==> src/rtl/game_pkg.sv <==
// rtl/game_pkg.sv - shared screen, colour and source-index constants for the draw path
//
// Purpose : constants and types shared by draw_scheduler and box_scan.
// Ports   : none (package).
package game_pkg;

   localparam int SCREEN_W     = 160;
   localparam int SCREEN_H     = 120;
   localparam int PLAYER_WIDTH = 3;
   localparam int BULLET_WIDTH = 1;

   localparam logic [2:0] COL_PLAYER = 3'b010;
   localparam logic [2:0] COL_BULLET = 3'b110;
   localparam logic [2:0] COL_ENEMY  = 3'b100;
   localparam logic [2:0] COL_BG     = 3'b000;

   localparam int SRC_PLAYER = 0;
   localparam int SRC_BULLET = 1;
   localparam int SRC_ENEMY0 = 2;

   // Top-left corner plus side length of an on-screen square; w = 0 means nothing drawn.
   typedef struct packed {
      logic [7:0] x;
      logic [6:0] y;
      logic [3:0] w;
   } square_t;

endpackage

==> src/rtl/draw_scheduler_if.sv <==
// rtl/draw_scheduler_if.sv - pixel-write bus between draw_scheduler and the VGA adapter
//
// Purpose : one registered pixel write per cycle.
// Signals : vga_x[7:0], vga_y[6:0], vga_colour[2:0], plot (write strobe).
// Modports: master drives the pixel bus, slave (VGA adapter) receives it.
interface draw_scheduler_if;

   logic [7:0] vga_x;
   logic [6:0] vga_y;
   logic [2:0] vga_colour;
   logic       plot;

   modport master (output vga_x, vga_y, vga_colour, plot);
   modport slave  (input  vga_x, vga_y, vga_colour, plot);

endinterface

==> src/rtl/box_scan.sv <==
// rtl/box_scan.sv - walks a w x w square one pixel per cycle, column offset inner
//
// Purpose : shared square scanner for the erase and draw phases.
// Ports   : clk, resetn (sync, active-low), abort (sync clear),
//           load + sq (origin/width, starts a scan; w = 0 starts nothing),
//           active (a pixel is presented this cycle), px[8:0]/py[7:0]
//           (unclipped pixel), done (high with the last pixel).
module box_scan
   import game_pkg::*;
(
   input  logic       clk,
   input  logic       resetn,
   input  logic       abort,
   input  logic       load,
   input  square_t    sq,
   output logic       active,
   output logic [8:0] px,
   output logic [7:0] py,
   output logic       done
);

   square_t    sq_r;
   logic [3:0] col;
   logic [3:0] row;
   logic       col_last;
   logic       row_last;

   assign col_last = (col == sq_r.w - 4'd1);
   assign row_last = (row == sq_r.w - 4'd1);

   // Extra bit on each sum so squares hanging off the right/bottom edge can be clipped.
   assign px   = {1'b0, sq_r.x} + {5'd0, col};
   assign py   = {1'b0, sq_r.y} + {4'd0, row};
   assign done = active && col_last && row_last;

   always_ff @(posedge clk) begin
      if (!resetn || abort) begin
         sq_r   <= '0;
         col    <= '0;
         row    <= '0;
         active <= 1'b0;
      end else if (load) begin
         // Load wins over stepping so a new scan can start on the last pixel of the previous one.
         sq_r   <= sq;
         col    <= '0;
         row    <= '0;
         active <= (sq.w != 4'd0);
      end else if (active) begin
         if (col_last && row_last) begin
            active <= 1'b0;
         end else if (col_last) begin
            col <= '0;
            row <= row + 4'd1;
         end else begin
            col <= col + 4'd1;
         end
      end
   end

endmodule

==> src/rtl/draw_scheduler.sv <==
// rtl/draw_scheduler.sv - shares the VGA pixel port among player, bullet and enemies
//
// Purpose : blanks the screen after reset/load_level, then on each move pulse
//           erases a source's old square and draws it at its current position.
// Ports   : clk, resetn (sync, active-low), load_level (restart + clear),
//           player_move/x/y, bullet_move/x/y, enemy_move/x/y/w (packed per enemy),
//           vga (pixel bus master: vga_x, vga_y, vga_colour, plot), busy (not IDLE).
module draw_scheduler
   import game_pkg::*;
#(
   parameter int         N_ENEMY    = 4,
   parameter logic [2:0] PLAYER_COL = COL_PLAYER,
   parameter logic [2:0] BULLET_COL = COL_BULLET,
   parameter logic [2:0] ENEMY_COL  = COL_ENEMY,
   parameter logic [2:0] BG_COL     = COL_BG
)(
   input  logic                 clk,
   input  logic                 resetn,
   input  logic                 load_level,
   input  logic                 player_move,
   input  logic [7:0]           player_x,
   input  logic [6:0]           player_y,
   input  logic                 bullet_move,
   input  logic [7:0]           bullet_x,
   input  logic [6:0]           bullet_y,
   input  logic [N_ENEMY-1:0]   enemy_move,
   input  logic [8*N_ENEMY-1:0] enemy_x,
   input  logic [7*N_ENEMY-1:0] enemy_y,
   input  logic [4*N_ENEMY-1:0] enemy_w,
   draw_scheduler_if.master     vga,
   output logic                 busy
);

   localparam int S  = N_ENEMY + 2;
   localparam int IW = $clog2(S);

   localparam logic [2:0] ST_CLEAR = 3'd0;
   localparam logic [2:0] ST_IDLE  = 3'd1;
   localparam logic [2:0] ST_PICK  = 3'd2;
   localparam logic [2:0] ST_ERASE = 3'd3;
   localparam logic [2:0] ST_DRAW  = 3'd4;

   logic [2:0]    state;
   logic [IW-1:0] ptr, sel, next_sel;
   logic [IW:0]   rr_sum;
   logic          found;
   logic [S-1:0]  pending, move_vec, clr_mask;
   square_t       src_sq [S];
   square_t       old_sq [S];
   square_t       snap;
   square_t       box_sq;
   logic          box_load, box_active, box_done;
   logic [8:0]    box_px;
   logic [7:0]    box_py;
   logic [2:0]    cur_col;
   logic [7:0]    cx;
   logic [6:0]    cy;

   assign busy = (state != ST_IDLE);

   always_comb begin
      move_vec = {enemy_move, bullet_move, player_move};
      src_sq[SRC_PLAYER] = '{x: player_x, y: player_y, w: 4'(PLAYER_WIDTH)};
      src_sq[SRC_BULLET] = '{x: bullet_x, y: bullet_y, w: 4'(BULLET_WIDTH)};
      for (int i = 0; i < N_ENEMY; i++) begin
         src_sq[SRC_ENEMY0 + i] = '{x: enemy_x[8*i +: 8], y: enemy_y[7*i +: 7], w: enemy_w[4*i +: 4]};
      end
   end

   assign cur_col = (sel == IW'(SRC_PLAYER)) ? PLAYER_COL :
                    (sel == IW'(SRC_BULLET)) ? BULLET_COL : ENEMY_COL;

   // Round-robin: first pending source after the one served last, wrapping at S.
   always_comb begin
      next_sel = ptr;
      found    = 1'b0;
      rr_sum   = '0;
      for (int k = 1; k <= S; k++) begin
         rr_sum = {1'b0, ptr} + (IW+1)'(k);
         if (rr_sum >= (IW+1)'(S)) rr_sum = rr_sum - (IW+1)'(S);
         if (!found && pending[rr_sum[IW-1:0]]) begin
            next_sel = rr_sum[IW-1:0];
            found    = 1'b1;
         end
      end
   end

   assign clr_mask = (state == ST_PICK) ? (S'(1) << sel) : '0;

   // PICK starts the erase (or the draw when nothing is on screen yet);
   // the last erase pixel chains straight into the draw of the snapshot.
   always_comb begin
      box_load = 1'b0;
      box_sq   = snap;
      if (state == ST_PICK) begin
         box_load = 1'b1;
         box_sq   = (old_sq[sel].w != 4'd0) ? old_sq[sel] : src_sq[sel];
      end else if (state == ST_ERASE && box_done && snap.w != 4'd0) begin
         box_load = 1'b1;
      end
   end

   box_scan u_box (
      .clk    (clk),
      .resetn (resetn),
      .abort  (load_level),
      .load   (box_load),
      .sq     (box_sq),
      .active (box_active),
      .px     (box_px),
      .py     (box_py),
      .done   (box_done)
   );

   always_ff @(posedge clk) begin
      if (!resetn || load_level) begin
         state   <= ST_CLEAR;
         cx      <= '0;
         cy      <= '0;
         pending <= '0;
         ptr     <= IW'(S-1);
         sel     <= '0;
         snap    <= '0;
         for (int i = 0; i < S; i++) old_sq[i] <= '0;
      end else begin
         // A move pulse in the same cycle as the PICK clear keeps its bit set.
         pending <= (pending & ~clr_mask) | move_vec;
         case (state)
            ST_CLEAR: begin
               if (cx == 8'(SCREEN_W-1)) begin
                  cx <= '0;
                  if (cy == 7'(SCREEN_H-1)) begin
                     cy      <= '0;
                     state   <= ST_IDLE;
                     pending <= '1;
                     for (int i = 0; i < S; i++) old_sq[i] <= '0;
                  end else begin
                     cy <= cy + 7'd1;
                  end
               end else begin
                  cx <= cx + 8'd1;
               end
            end
            ST_IDLE: begin
               if (|pending) begin
                  sel   <= next_sel;
                  ptr   <= next_sel;
                  state <= ST_PICK;
               end
            end
            ST_PICK: begin
               snap <= src_sq[sel];
               if (old_sq[sel].w != 4'd0) begin
                  state <= ST_ERASE;
               end else if (src_sq[sel].w != 4'd0) begin
                  state <= ST_DRAW;
               end else begin
                  old_sq[sel] <= src_sq[sel];
                  state       <= ST_IDLE;
               end
            end
            ST_ERASE: begin
               if (box_done) begin
                  if (snap.w != 4'd0) begin
                     state <= ST_DRAW;
                  end else begin
                     old_sq[sel] <= snap;
                     state       <= ST_IDLE;
                  end
               end
            end
            ST_DRAW: begin
               if (box_done) begin
                  old_sq[sel] <= snap;
                  state       <= ST_IDLE;
               end
            end
            default: state <= ST_CLEAR;
         endcase
      end
   end

   // Registered pixel bus; off-screen pixels keep their cycle but do not strobe.
   always_ff @(posedge clk) begin
      if (!resetn || load_level) begin
         vga.vga_x      <= '0;
         vga.vga_y      <= '0;
         vga.vga_colour <= '0;
         vga.plot       <= 1'b0;
      end else begin
         vga.plot <= 1'b0;
         if (state == ST_CLEAR) begin
            vga.vga_x      <= cx;
            vga.vga_y      <= cy;
            vga.vga_colour <= BG_COL;
            vga.plot       <= 1'b1;
         end else if ((state == ST_ERASE || state == ST_DRAW) && box_active) begin
            vga.vga_x      <= box_px[7:0];
            vga.vga_y      <= box_py[6:0];
            vga.vga_colour <= (state == ST_ERASE) ? BG_COL : cur_col;
            vga.plot       <= (box_px < 9'(SCREEN_W)) && (box_py < 8'(SCREEN_H));
         end
      end
   end

endmodule

==> src/flat_wrapper.sv <==
// flat-port wrapper written by rule: the top's interface ports become plain ports
module draw_scheduler_flat import game_pkg::*;
#(
   parameter int         N_ENEMY    = 4,
   parameter logic [2:0] PLAYER_COL = COL_PLAYER,
   parameter logic [2:0] BULLET_COL = COL_BULLET,
   parameter logic [2:0] ENEMY_COL  = COL_ENEMY,
   parameter logic [2:0] BG_COL     = COL_BG
)
  (clk, resetn, load_level, player_move, player_x, player_y, bullet_move, bullet_x, bullet_y, enemy_move, enemy_x, enemy_y, enemy_w, busy, vga_vga_x, vga_vga_y, vga_vga_colour, vga_plot);
  draw_scheduler_if vga_i ();
  input  logic clk;
  input  logic resetn;
  input  logic load_level;
  input  logic player_move;
  input  logic [7:0] player_x;
  input  logic [6:0] player_y;
  input  logic bullet_move;
  input  logic [7:0] bullet_x;
  input  logic [6:0] bullet_y;
  input  logic [N_ENEMY-1:0] enemy_move;
  input  logic [8*N_ENEMY-1:0] enemy_x;
  input  logic [7*N_ENEMY-1:0] enemy_y;
  input  logic [4*N_ENEMY-1:0] enemy_w;
  output logic busy;
  output wire logic [$bits(vga_i.vga_x)-1:0] vga_vga_x;
  output wire logic [$bits(vga_i.vga_y)-1:0] vga_vga_y;
  output wire logic [$bits(vga_i.vga_colour)-1:0] vga_vga_colour;
  output wire logic [$bits(vga_i.plot)-1:0] vga_plot;
  assign vga_vga_x = vga_i.vga_x;
  assign vga_vga_y = vga_i.vga_y;
  assign vga_vga_colour = vga_i.vga_colour;
  assign vga_plot = vga_i.plot;
  draw_scheduler #(.N_ENEMY(N_ENEMY), .PLAYER_COL(PLAYER_COL), .BULLET_COL(BULLET_COL), .ENEMY_COL(ENEMY_COL), .BG_COL(BG_COL)) u_core (.clk(clk), .resetn(resetn), .load_level(load_level), .player_move(player_move), .player_x(player_x), .player_y(player_y), .bullet_move(bullet_move), .bullet_x(bullet_x), .bullet_y(bullet_y), .enemy_move(enemy_move), .enemy_x(enemy_x), .enemy_y(enemy_y), .enemy_w(enemy_w), .vga(vga_i), .busy(busy));
endmodule
==> config.mk <==
export PLATFORM = sky130hd
export DESIGN_NAME = draw_scheduler_flat
export DESIGN_NICKNAME = d
export VERILOG_FILES = /design/src/rtl/game_pkg.sv /design/src/rtl/draw_scheduler_if.sv /design/src/rtl/box_scan.sv /design/src/rtl/draw_scheduler.sv /design/src/flat_wrapper.sv
export SDC_FILE = /design/constraint.sdc
export NUM_CORES = 1
export LEC_CHECK = 0
export ABC_AREA = 1
export BUFFER_PORTS_ARGS = -buffer_cell sky130_fd_sc_hd__buf_2
export CORE_UTILIZATION = 25
export DETAILED_ROUTE_END_ITERATION = 6
export GPL_TIMING_DRIVEN = 0
export PLACE_DENSITY = 0.44
export SYNTH_ARGS = -nofsm -noshare
export SYNTH_HDL_FRONTEND = slang
export SYNTH_HIERARCHICAL = 1
export SYNTH_SLANG_ARGS = --single-unit
==> constraint.sdc <==
create_clock -name clk -period 4.5 [get_ports clk]
set_clock_uncertainty 0.15 [all_clocks]
set_input_delay 0.9 -clock clk [delete_from_list [all_inputs] [get_ports clk]]
set_output_delay 0.9 -clock clk [all_outputs]
set_load 0.01 [all_outputs]
# Word-level counts from Yosys, hierarchy flattened
# Memories as Yosys holds them, arrays and structs flattened. A register that Yosys moved wholly into a read port is not among the register bits.
# Cells that the tools add are included.
[totals]
ff_bits = 96
mem_bits_rw = 114
out_inout_bits = 20
elab_cells = 217
n_memories = 1
[op_classes]
add_sub_neg = 19
n_lt_le_gt_ge = 15
n_eq_ne = 15
shifts = 1
mux = 98
bitwise_logic = 13
n_reduce_logical = 36
[memory_table]
columns = ["memory", "depth", "width", "rd", "rd_ports_with_merged_regs", "write_ports", "line_no", "text"]
rows = [
  ["u_core.old_sq", 6, 19, 1, 1, 6, "draw_scheduler.sv:49", "square_t old_sq [S];"],
]
[op_table]
columns = ["op", "count"]
rows = [
  ["$mux 19", 13],
  ["$mux 3", 25],
  ["$bmux 19 s3", 1],
  ["$mux 1", 40],
  ["$ge 4x3->1 const B", 6],
  ["$lt 3x4->1 const B", 6],
  ["$mux 6", 4],
  ["$mux 8", 3],
  ["$mux 7", 3],
  ["$reduce_or 19->1", 1],
  ["$bmux 1 s3", 6],
  ["$sub 3x3->3 const B", 6],
  ["$reduce_bool 4->1", 4],
  ["$pmux 3 s5", 1],
  ["$add 3x3->4 const B", 3],
  ["$logic_and 1x1->1", 12],
  ["$ne 2x1->1 const B", 5],
  ["$add 8x4->9", 1],
  ["$lt 9x8->1 const B", 1],
  ["$add 3x2->4 const B", 2],
  ["$add 4x1->4 const B", 2],
  ["$add 7x4->8", 1],
  ["$add 8x1->8 const B", 1],
  ["$eq 4x4->1", 2],
  ["other kinds (29)", 48],
]

# Longest topological paths before layout
# Gate-level depths: netlist of the first run.
[depth]
depth_word = 23
depth_mapped = 22
depth_no_buf = 20

# Modules after synthesis
# Netlist of the first run, hierarchy kept.
[modules_own_cells]
columns = ["mod", "instances", "cells_each", "area_per_inst_um2", "seq_area_each_um2"]
rows = [
  ["draw_scheduler", 1, 1317, 11384.7, 5945.7],
  ["box_scan", 1, 243, 1731.7, 560.5],
]

# Worst setup path before layout of the first run
# Ideal clock, no wire load.
[synth_timing]
path_kind = "reg2reg"
startpoint = "register u_core/u_box/sq_r[0] (netlist name)"
endpoint = "memory u_core/old_sq[6][0] (netlist name) (enable)"
arrival_time_ps = 3102
required_ps = 3931
slack_ps = 829
path_stages_with_launch = 12
n_path_buf = 0
cell_sequence = "dfxtp_1 > inv_2 > ha_1 > nand2_1 > nand4_1 > nor2_4 > nand2_4 > nor3_1 > nand3_2 > nand2_4 > inv_1 > nor3_1"
[synth_rtl]
columns = ["item", "line_no", "text"]
rows = [
  ["start: declaration", "box_scan.sv:22", "square_t sq_r;"],
  ["start signal: assignment", "box_scan.sv:44", "sq_r <= sq;"],
  ["end: declaration", "draw_scheduler.sv:49", ""],
]

==> flow_summary.json, run 1 <==
{
  "ys_warn_count": 6,
  "placed_area_mm2": 0.0147,
  "ios": 135,
  "cts_max_level": 1,
  "cap_violations": 0,
  "power.switching_mw": 1.18,
  "dpl_worst_slack_ps": 340,
  "totalPowerFinal_mw": 5.12,
  "syn_inst": 1560,
  "vias": 11900,
  "place_congestion": 0.870,
  "grt_pass1_vias": 11500,
  "clk-insertion-delay-late_ps": 570,
  "end_kind": "flop",
  "root_buffer": "clkbuf_16",
  "async_flop_share": 0,
  "hold_viol_final": 0,
  "crit_type": "flop to flop",
  "crit_path_start_kind": "flop",
  "path_clk_slew_ps": 60,
  "finalSetupViolCount": 0,
  "nets": 1870,
  "die_w_um": 231,
  "ys_seq_area_frac": 0.496,
  "clock-sinks": 249,
  "syn_avg_cell_area_um2": 8.41,
  "min_period_ps": 4170,
  "required_ps": 4530,
  "slew_headroom": 0.228,
  "finalNonFillerCells": 2433,
  "powerDensity_mw_per_mm2": 327,
  "peakVddDrop_uv": 297,
  "placed_cells": 2377,
  "pwr-share-seq": 0.483,
  "grt_max_degree": 20,
  "ctsResizeCount": 0,
  "drive_gt1_frac": 0.155,
  "leakage_nw": 6.26,
  "crit_fanout": 19,
  "io_buffer_count": 133,
  "synth-seq-cells": 249,
  "cts_tree": "built",
  "internal-power_mw": 3.94,
  "ant_nets": 0,
  "wire_per_inst_um": 19.4,
  "die_h_um": 231,
  "area_delta_synth_final_pct": 19.5,
  "rows": 83,
  "slew_viol_final": 0,
  "rsz0062_at_grt": "false",
  "utilization": 0.304,
  "setup_ws_ps": 335,
  "fin_area_mm2": 0.0157,
  "netlist_area_mm2": 0.0131,
  "clockPowerShare": 0.467,
  "start_util": 0.254,
  "cts_inserted_buffers": 30,
  "critPathArrivalTime_ps": 4190,
  "fin_crit_sh": 0.926,
  "swShare": 0.230,
  "antenna_found_initial": 1,
  "syn_nets": 1701,
  "hold_buffers": 0,
  "cts_setup_buffers": 0,
  "drt_iter0_drc": 918,
  "worst_slew_pin_slew_ps": 1160,
  "place_hpwl_um": 35300,
  "grt_pass1_wl_um": 69900,
  "hold_path_class": "flop to flop",
  "power_frac_comb": 0.049,
  "routed_wl_um": 47100,
  "fmax_mhz": 240,
  "firstDrtPassIters": 5,
  "routed_via_density": 4.89,
  "synth-edff-count": 152,
  "grt-ovfl-total": 0,
  "clockBufferDepth": 3,
  "die-area_mm2": 0.0534,
  "yosys_most_used_dff": "edfxtp_1",
  "core_area_mm2": 0.0516,
  "route.detailed.drc": 0,
  "status": "complete, no violations",
  "grt.total_usage": 0.174,
  "num_antenna_cells": 0,
  "yosys.cell_types.count": 49
}
==> metal layers <==
metal	vias up	track usage	routed length (µm)
met5	-	0	0
met4	0	0.0505	1150
met3	57	0.0250	3280
met2	421	0.272	20700
met1	5685	0.248	22000
li1	5742	-	-
==> kinds of logic (layout without fill, tap and decap cells) <==
group	Yosys count	count (layout)	synth area share
fa+ha+maj	26	26	0.0259
other cells	1	1	0.000286
simple gates	666	666	0.216
compound gates	388	388	0.177
mux	3	3	0.00229
buf+inv	207	400	0.0698
xor+xnor	20	20	0.0134
flops	249	249	0.496
==> sequential cells by signal, indices dropped and copies added (netlist names), named ones only <==
name                   flops
u_core/old_sq            152
u_core/snap               19
u_core/sel                 2
u_core/u_box/row           4
u_core/state               3
u_core/pending             6
u_core/vga.plot            1
u_core/cx                  8
u_core/vga.vga_x           8
u_core/u_box/col           4
u_core/vga.vga_y           7
u_core/cy                  7
u_core/u_box/sq_r         19
u_core/vga.vga_colour      2
u_core/ptr                 3
u_core/u_box/active        1
==> path summary, 6_finish.rpt <==
| check | startpoint | endpoint | slack (ps) | depth (start not counted) |
|---|---|---|---|---|
| min | u_core/u_box/sq_r[7] | u_core/u_box/sq_r[7] | 330 | 2 |
| max reg2reg | u_core/u_box/sq_r[0] | u_core/old_sq[0][2] | 330 | 12 |
| max | u_core/u_box/sq_r[0] | u_core/old_sq[0][2] | 330 | 12 |
| min reg2reg | u_core/u_box/sq_r[7] | u_core/u_box/sq_r[7] | 330 | 2 |
==> power by group through the flow <==
stage,combinational (mW),clock (mW),sequential (mW)
CTS,0.255,2.45,2.47
floorplan,0.124,0,2.52
global placement,0.252,0,2.52
global route,0.276,2.53,2.48
detailed placement,0.254,0,2.52
finish,0.253,2.39,2.47
==> placed cells by master (no fill, tap or decap), drive strengths merged, types with 2 or more instances in the layout <==
master and instances:
nand2 321, nor2 239, buf 165, o21ai 157, edfxtp 152, inv 124
a21oi 109, dfxtp 97, clkbuf 87, nand3 62, o221ai 36, a22oi 33
ha 24, clkinv 21, nand4 20, xor2 19, a31oi 16, nor3 16
a221o 15, o22ai 10, o211ai 4, a211oi 4, mux2i 3, or2 3
bufinv 2, nor4 2, nor3b 2, fa 2, o31ai 2
==> synth_stat cells (all sizes together), types with 3 or more instances <==
cell,n,area (µm²)
a31oi,16,100
xor2,19,166
a21oi,109,546
o21ai,157,786
or2,3,18.8
mux2i,3,30.0
o221ai,36,315
nand4,20,140
nor2,239,957
o211ai,4,30.0
ha,24,300
nand2,321,1260
o22ai,10,62.6
a221o,15,150
clkinv,3,11.3
edfxtp,152,4560
clkbuf,53,199
nor3,16,96.4
a22oi,33,248
buf,28,244
a211oi,4,35.0
inv,123,462
dfxtp,97,1940
nand3,62,320
==> critical path, cell delays in order (launching register included) <==
cell and delay, ps:
dfxtp_1 370, inv_2 90, ha_1 340, nand2_1 80, nand4_1 150, nor2_4 130
nand2_4 90, nor3_1 610, nand3_2 330, nand2_4 250, nand2_2 120, buf_6 200
nand2_1 850
==> through the flow <==
stage               hold WS [ps]  TNS, ps
floorplan                    295        0
global placement             314   -47550
detailed placement           320        0
CTS                          329        0
global route                 350        0
finish                       326        0
==> cell type report <==
class                           instances  area, µm²
Buffer                                 81        443
Clock buffer                           34        808
Clock inverter                         22        169
Fill cell                            5516      35900
Inverter                              126        473
Multi-Input combinational cell       1104       5700
Sequential cell                       249       6510
Tap cell                              680        851
Timing Repair Buffer                  137        714
No activity file was read; power rests on OpenSTA's default activity.
==> run 2: changes to the inputs <==
--- a/config.mk
+++ b/config.mk
@@ -6,7 +6,7 @@
 export NUM_CORES = 1
 export LEC_CHECK = 0
 export ABC_AREA = 1
-export BUFFER_PORTS_ARGS = -buffer_cell sky130_fd_sc_hd__buf_2
+export BUFFER_PORTS_ARGS = -buffer_cell sky130_fd_sc_hd__buf_4
 export CORE_UTILIZATION = 25
 export DETAILED_ROUTE_END_ITERATION = 6
 export GPL_TIMING_DRIVEN = 0
==> constraint.sdc (replaced) <==
create_clock -name clk -period 5 [get_ports clk]
set_clock_uncertainty 0.15 [all_clocks]
set_input_delay 1 -clock clk [delete_from_list [all_inputs] [get_ports clk]]
set_output_delay 1 -clock clk [all_outputs]
set_load 0.01 [all_outputs]
==> run 2 against run 1 <==
Net effect: maximum frequency shrank 0.92%; non-clock buffer count stayed put; first-iteration DRC count grew 3.1%; design area increased by 1.4%; core utilization increased by 0.43 points; via count about the same; critical path depth is 3 higher; combinational power is essentially flat.
==> flow_summary.json, run 2 (synthesis gave the netlist of run 1 again) <==
{
  "status": "complete, no violations",
  "cts_tree": "built",
  "cp-startpoint": "u_core/u_box/sq_r[0]",
  "fmax_mhz": 238,
  "r2r_start": "u_core/u_box/sq_r[0]",
  "critPathArrivalTime_ps": 4480,
  "clockPowerShare": 0.445,
  "utilization": 0.308,
  "end_kind": "flop",
  "internal-power_mw": 3.43,
  "hold_ws_ps": 322,
  "cp_top_family": "buffers and inverters",
  "io_buffer_count": 133,
  "vias": 11900,
  "nets": 1869,
  "hold_buffers": 0,
  "slew_viol_final": 0,
  "regMostFlops": "u_core/old_sq",
  "clk-insertion-delay-late_ps": 570,
  "power_frac_comb": 0.056,
  "grt-ovfl-total": 0,
  "min_period_ps": 4200,
  "start_util": 0.254,
  "wire_per_inst_um": 19.5,
  "hold_viol_final": 0,
  "place_hpwl_um": 35500,
  "root_buffer": "clkbuf_16",
  "core_area_mm2": 0.0516,
  "required_ps": 5280,
  "grt.total_usage": 0.173,
  "fillers": 5433,
  "power.switching_mw": 1.04,
  "ctsResizeCount": 0,
  "crit_path_start_kind": "flop",
  "largest_reg_flops": 152,
  "top_regs": "u_core/old_sq: 152 flops, u_core/snap: 19 flops, u_core/u_box/sq_r: 19 flops",
  "cpPeakStageDelay_ps": 730,
  "cts_max_level": 1,
  "fin_crit_sh": 0.841,
  "dpl_worst_slack_ps": 860,
  "hold_path_class": "flop to flop",
  "ant_nets": 0,
  "leakage_nw": 6.30,
  "grt_pass1_wl_um": 69700,
  "rows": 83,
  "clockBufferDepth": 3,
  "swShare": 0.233,
  "num_antenna_cells": 0,
  "crit_chain": "inv_2, ha_1, inv_1, nand2_1, nand3_1, nand2_1, nor2_2, nand2_4, nor3_1, inv_1, o21ai_0, clkinv_1, clkbuf_1, o21ai_0, a21oi_1",
  "area_delta_synth_final_pct": 21.1,
  "rsz0062_at_grt": "false",
  "slew_headroom": 0.249,
  "final_common_cell": "nand2_1",
  "crit_buf_inv": 5,
  "cap_violations": 0,
  "powerDensity_mw_per_mm2": 281,
  "routed_via_density": 4.90,
  "pwr-share-seq": 0.499,
  "grt_pass1_vias": 11500,
  "peakVddDrop_uv": 230,
  "ff2ff_setup_slack_ps": 800,
  "worst_slew_pin_slew_ps": 1120,
  "cts_setup_buffers": 0,
  "drt_iter0_drc": 946,
  "crit_fanout": 10,
  "setup_ws_ps": 796,
  "final_cell_mix": "309 x nand2_1, 221 x nor2_1, 152 x edfxtp_1",
  "place_congestion": 0.851,
  "drive_gt1_frac": 0.154,
  "antenna_found_initial": 1,
  "die_w_um": 231,
  "routed_wl_um": 47400,
  "ios": 135,
  "finalSetupViolCount": 0,
  "die_h_um": 231,
  "clock-sinks": 249,
  "min_from": "u_core/u_box/sq_r[4]",
  "firstDrtPassIters": 5,
  "die-area_mm2": 0.0534,
  "slowest_stage": "o21ai_0",
  "path_clk_slew_ps": 60,
  "route.detailed.drc": 0,
  "cts_inserted_buffers": 29,
  "crit_type": "flop to flop",
  "grt_max_degree": 20
}
==> run 2: changes by cell type in the layout (fill, tap and decap cells not counted) <==
cell and delta:
buf_2 -133, buf_4 +134, buf_8 -1, bufinv_16 -1
clkbuf_1 +3, clkbuf_16 -3, clkinv_1 -3, clkinv_4 +1
clkinv_8 -1, clkinvlp_4 +1
==> run 2: worst paths after layout <==
kind,depth (start not counted),endpoint
worst max-delay path,15,u_core/u_box/sq_r[9]
worst min register to register,2,u_core/u_box/sq_r[4]
worst max register to register,15,u_core/u_box/sq_r[9]
worst min-delay path,2,u_core/u_box/sq_r[4]
==> run 2: tightest hold or removal path: stages, from the launching register on <==
cell     delay, ps
dfxtp_1        310
nand2_1         60
a21oi_1         50
==> run 2: power groups by stage <==
stage	logic, mW	clock network, mW	registers (mW)
after floorplan	0.112	0	2.27
after global placement	0.252	0	2.27
after detailed placement	0.253	0	2.27
after CTS	0.254	2.03	2.23
after global routing	0.272	2.11	2.23
final	0.251	1.99	2.23
==> run 2: cell type report <==
| type | instances | area (µm²) | share of cell area |
|---|---|---|---|
| Timing Repair Buffer | 137 | 1040 | 0.0654 |
| Multi-Input combinational cell | 1104 | 5700 | 0.359 |
| Sequential cell | 249 | 6510 | 0.409 |
| Clock inverter | 19 | 128 | 0.00803 |
| Tap cell | 680 | 851 | 0.0535 |
| Clock buffer | 34 | 744 | 0.0469 |
| Buffer | 81 | 443 | 0.0279 |
| Inverter | 126 | 473 | 0.0298 |
==> run 2: per-stage QoR <==
step           TNS [ps]  area [µm²]  cells  total power, mW
2_1_floorplan         0       13100   1560             2.38
3_3_place_gp     -30040       15000   2373             2.52
3_5_place_dp          0       15000   2377             2.52
4_1_cts               0       15900   2430             4.51
5_1_grt               0       15900   2430             4.61
6_report              0       15900   2430             4.46
==> run 2: per-layer routing <==
metal,wire [µm],part of all wire,vias to the layer above,track usage
met5,14,0.00030,-,0
met1,22000,0.46,5670,0.247
li1,-,-,5741,-
met4,1260,0.027,2,0.0519
met2,20700,0.44,414,0.268
met3,3460,0.073,75,0.0267
==> run 3: changes to the inputs <==
--- a/config.mk
+++ b/config.mk
@@ -10,7 +10,7 @@
 export CORE_UTILIZATION = 25
 export DETAILED_ROUTE_END_ITERATION = 6
 export GPL_TIMING_DRIVEN = 0
-export PLACE_DENSITY = 0.44
+export PLACE_DENSITY = 0.46
 export SYNTH_ARGS = -nofsm -noshare
 export SYNTH_HDL_FRONTEND = slang
 export SYNTH_HIERARCHICAL = 1
==> constraint.sdc (replaced) <==
create_clock -name clk -period 3.55 [get_ports clk]
set_clock_uncertainty 0.15 [all_clocks]
set_input_delay 0.71 -clock clk [delete_from_list [all_inputs] [get_ports clk]]
set_output_delay 0.71 -clock clk [all_outputs]
set_load 0.01 [all_outputs]
==> run 3 against run 2 <==
Net effect: total power increased by 39%; critical endpoint is now u_core/old_sq[6][7]; register-to-register slack got worse by 580 ps; global-route usage increased by 0.081 points; highest routed layer is now met4; final cell count increased by 0.16%; critical path type unchanged; critical path depth increased by 1; non-clock buffer count increased by 7; combinational power increased by 43%; worst hold slack got worse by 42 ps; flip-flop and latch count unchanged.
==> flow_summary.json, run 3 (synthesis gave the netlist of run 1 again) <==
{
  "route.detailed.drc": 0,
  "largest_reg_flops": 152,
  "firstDrtPassIters": 5,
  "die_h_um": 231,
  "min_to": "u_core/pending[0]",
  "top_regs": "u_core/old_sq: 152 flops, u_core/snap: 19 flops, u_core/u_box/sq_r: 19 flops",
  "grt_pass1_wl_um": 70800,
  "place_hpwl_um": 35200,
  "hold_ws_ps": 280,
  "required_ps": 3660,
  "clock-sinks": 249,
  "rsz0062_at_grt": "false",
  "hold_path_depth": 3,
  "r2r-end": "u_core/old_sq[6][7]",
  "powerDensity_mw_per_mm2": 387,
  "rows": 83,
  "finalSetupViolCount": 0,
  "grt_pass1_vias": 11700,
  "wire_per_inst_um": 19.3,
  "hold_path_class": "input pin to flop",
  "grt-ovfl-total": 0,
  "cts_tree": "built",
  "cts_max_level": 1,
  "fin_area_mm2": 0.0161,
  "slew_headroom": 0.382,
  "start_util": 0.254,
  "drt_iter0_drc": 1049,
  "grt.total_usage": 0.174,
  "hold_viol_final": 0,
  "end_kind": "flop",
  "reg2reg_depth": 16,
  "crit_path_start_kind": "flop",
  "crit_type": "flop to flop",
  "ant_nets": 0,
  "dpl_worst_slack_ps": -646,
  "antenna_found_initial": 0,
  "final_cell_mix": "303 x nand2_1, 219 x nor2_1, 152 x edfxtp_1",
  "fmax_mhz": 300,
  "leakage_nw": 6.42,
  "fillers": 5458,
  "path_clk_slew_ps": 60,
  "fin_crit_sh": 0.940,
  "min_from": "player_move",
  "routed_via_density": 4.94,
  "setup_ws_ps": 215,
  "critPathArrivalTime_ps": 3440,
  "clk-insertion-delay-late_ps": 570,
  "routed_wl_um": 47000,
  "nets": 1875,
  "grt_max_degree": 20,
  "clockBufferDepth": 3,
  "utilization": 0.311,
  "cts_inserted_buffers": 28,
  "num_antenna_cells": 0,
  "die_w_um": 231,
  "final_common_cell": "nand2_1",
  "vias": 12000,
  "tns_ps": 0,
  "cap_violations": 0,
  "root_buffer": "clkbuf_16",
  "hold_buffers": 0,
  "die-area_mm2": 0.0534,
  "drive_gt1_frac": 0.168,
  "min_period_ps": 3340,
  "regMostFlops": "u_core/old_sq",
  "core_area_mm2": 0.0516,
  "totalPowerFinal_mw": 6.22,
  "peakVddDrop_uv": 374,
  "area_delta_synth_final_pct": 22.5,
  "r2r_start": "u_core/ptr[1]",
  "ff2ff_setup_slack_ps": 210,
  "place_congestion": 0.859,
  "finalNonFillerCells": 2434,
  "ios": 135,
  "status": "complete, no violations",
  "slew_viol_final": 0,
  "io_buffer_count": 133,
  "placed_cells": 2377,
  "crit_fanout": 13,
  "worst_slew_pin_slew_ps": 926,
  "placed_area_mm2": 0.0150
}
run 3: cell count changes in the layout (fill, tap and decap cells not counted), sizes merged:
cell	previous run	this run
buf	165	174
clkinv	18	16
clkbuf	87	86
bufinv	1	0
clkinvlp	2	1
run 3: worst max-delay path, cell delays in order (launching register included):
cell	delay, ps
dfxtp_2	400
buf_6	170
inv_2	140
nand2_1	140
nor2_1	90
buf_6	180
a22oi_1	230
nand2_1	150
inv_1	110
nand3_1	150
inv_2	120
nand4_4	130
nand2_8	150
inv_1	120
nor3_4	250
buf_6	190
buf_6	170
run 3: repair_timing:
item,CTS,global route
resized for setup,16,22
endpoints found under the hold margin,0,0
setup buffers,0,9
endpoints found under the setup margin,180,68
pin swaps,0,2
run 3: how the worst max path moves through the flow:
stage	cells after the start	startpoint	to	slack [ps]
2_1_floorplan	11	u_core/u_box/sq_r[0]	u_core/old_sq[6][0]	-120
3_3_place_gp	11	u_core/u_box/sq_r[0]	u_core/old_sq[7][14]	-2270
3_5_place_dp	12	u_core/u_box/sq_r[0]	u_core/old_sq[0][15]	-650
4_1_cts	11	flop	u_core/old_sq[7][13]	30
5_1_grt	16	u_core/ptr[1]	u_core/old_sq[6][7]	5
6_report	16	u_core/ptr[1]	u_core/old_sq[6][7]	210
run 3: area by class of cell:
| class | instances | area [µm²] | share of cell area |
|---|---|---|---|
| plain buffers | 79 | 445 | 0.0277 |
| clock buffers | 35 | 768 | 0.0478 |
| clock inverters | 15 | 96.3 | 0.00600 |
| inverters | 126 | 474 | 0.0295 |
| multi-input cells | 1104 | 5790 | 0.361 |
| flip-flops and latches | 249 | 6510 | 0.405 |
| well taps | 680 | 851 | 0.0530 |
| repair buffers | 146 | 1130 | 0.0702 |
run 3: routing by layer:
metal,GRT usage,vias to the layer above,share of wire
met3,0.0193,52,0.065
met1,0.253,5806,0.47
met4,0.0385,0,0.019
li1,-,5752,-
met5,0,-,0
met2,0.276,413,0.44
run 3: power by group:
part / total (mW) / switching (mW) / internal (mW)
clock network: 2.72 / 1.19 / 1.53
logic: 0.358 / 0.216 / 0.142
registers: 3.13 / 0.0179 / 3.12
total: 6.22 / 1.43 / 4.79
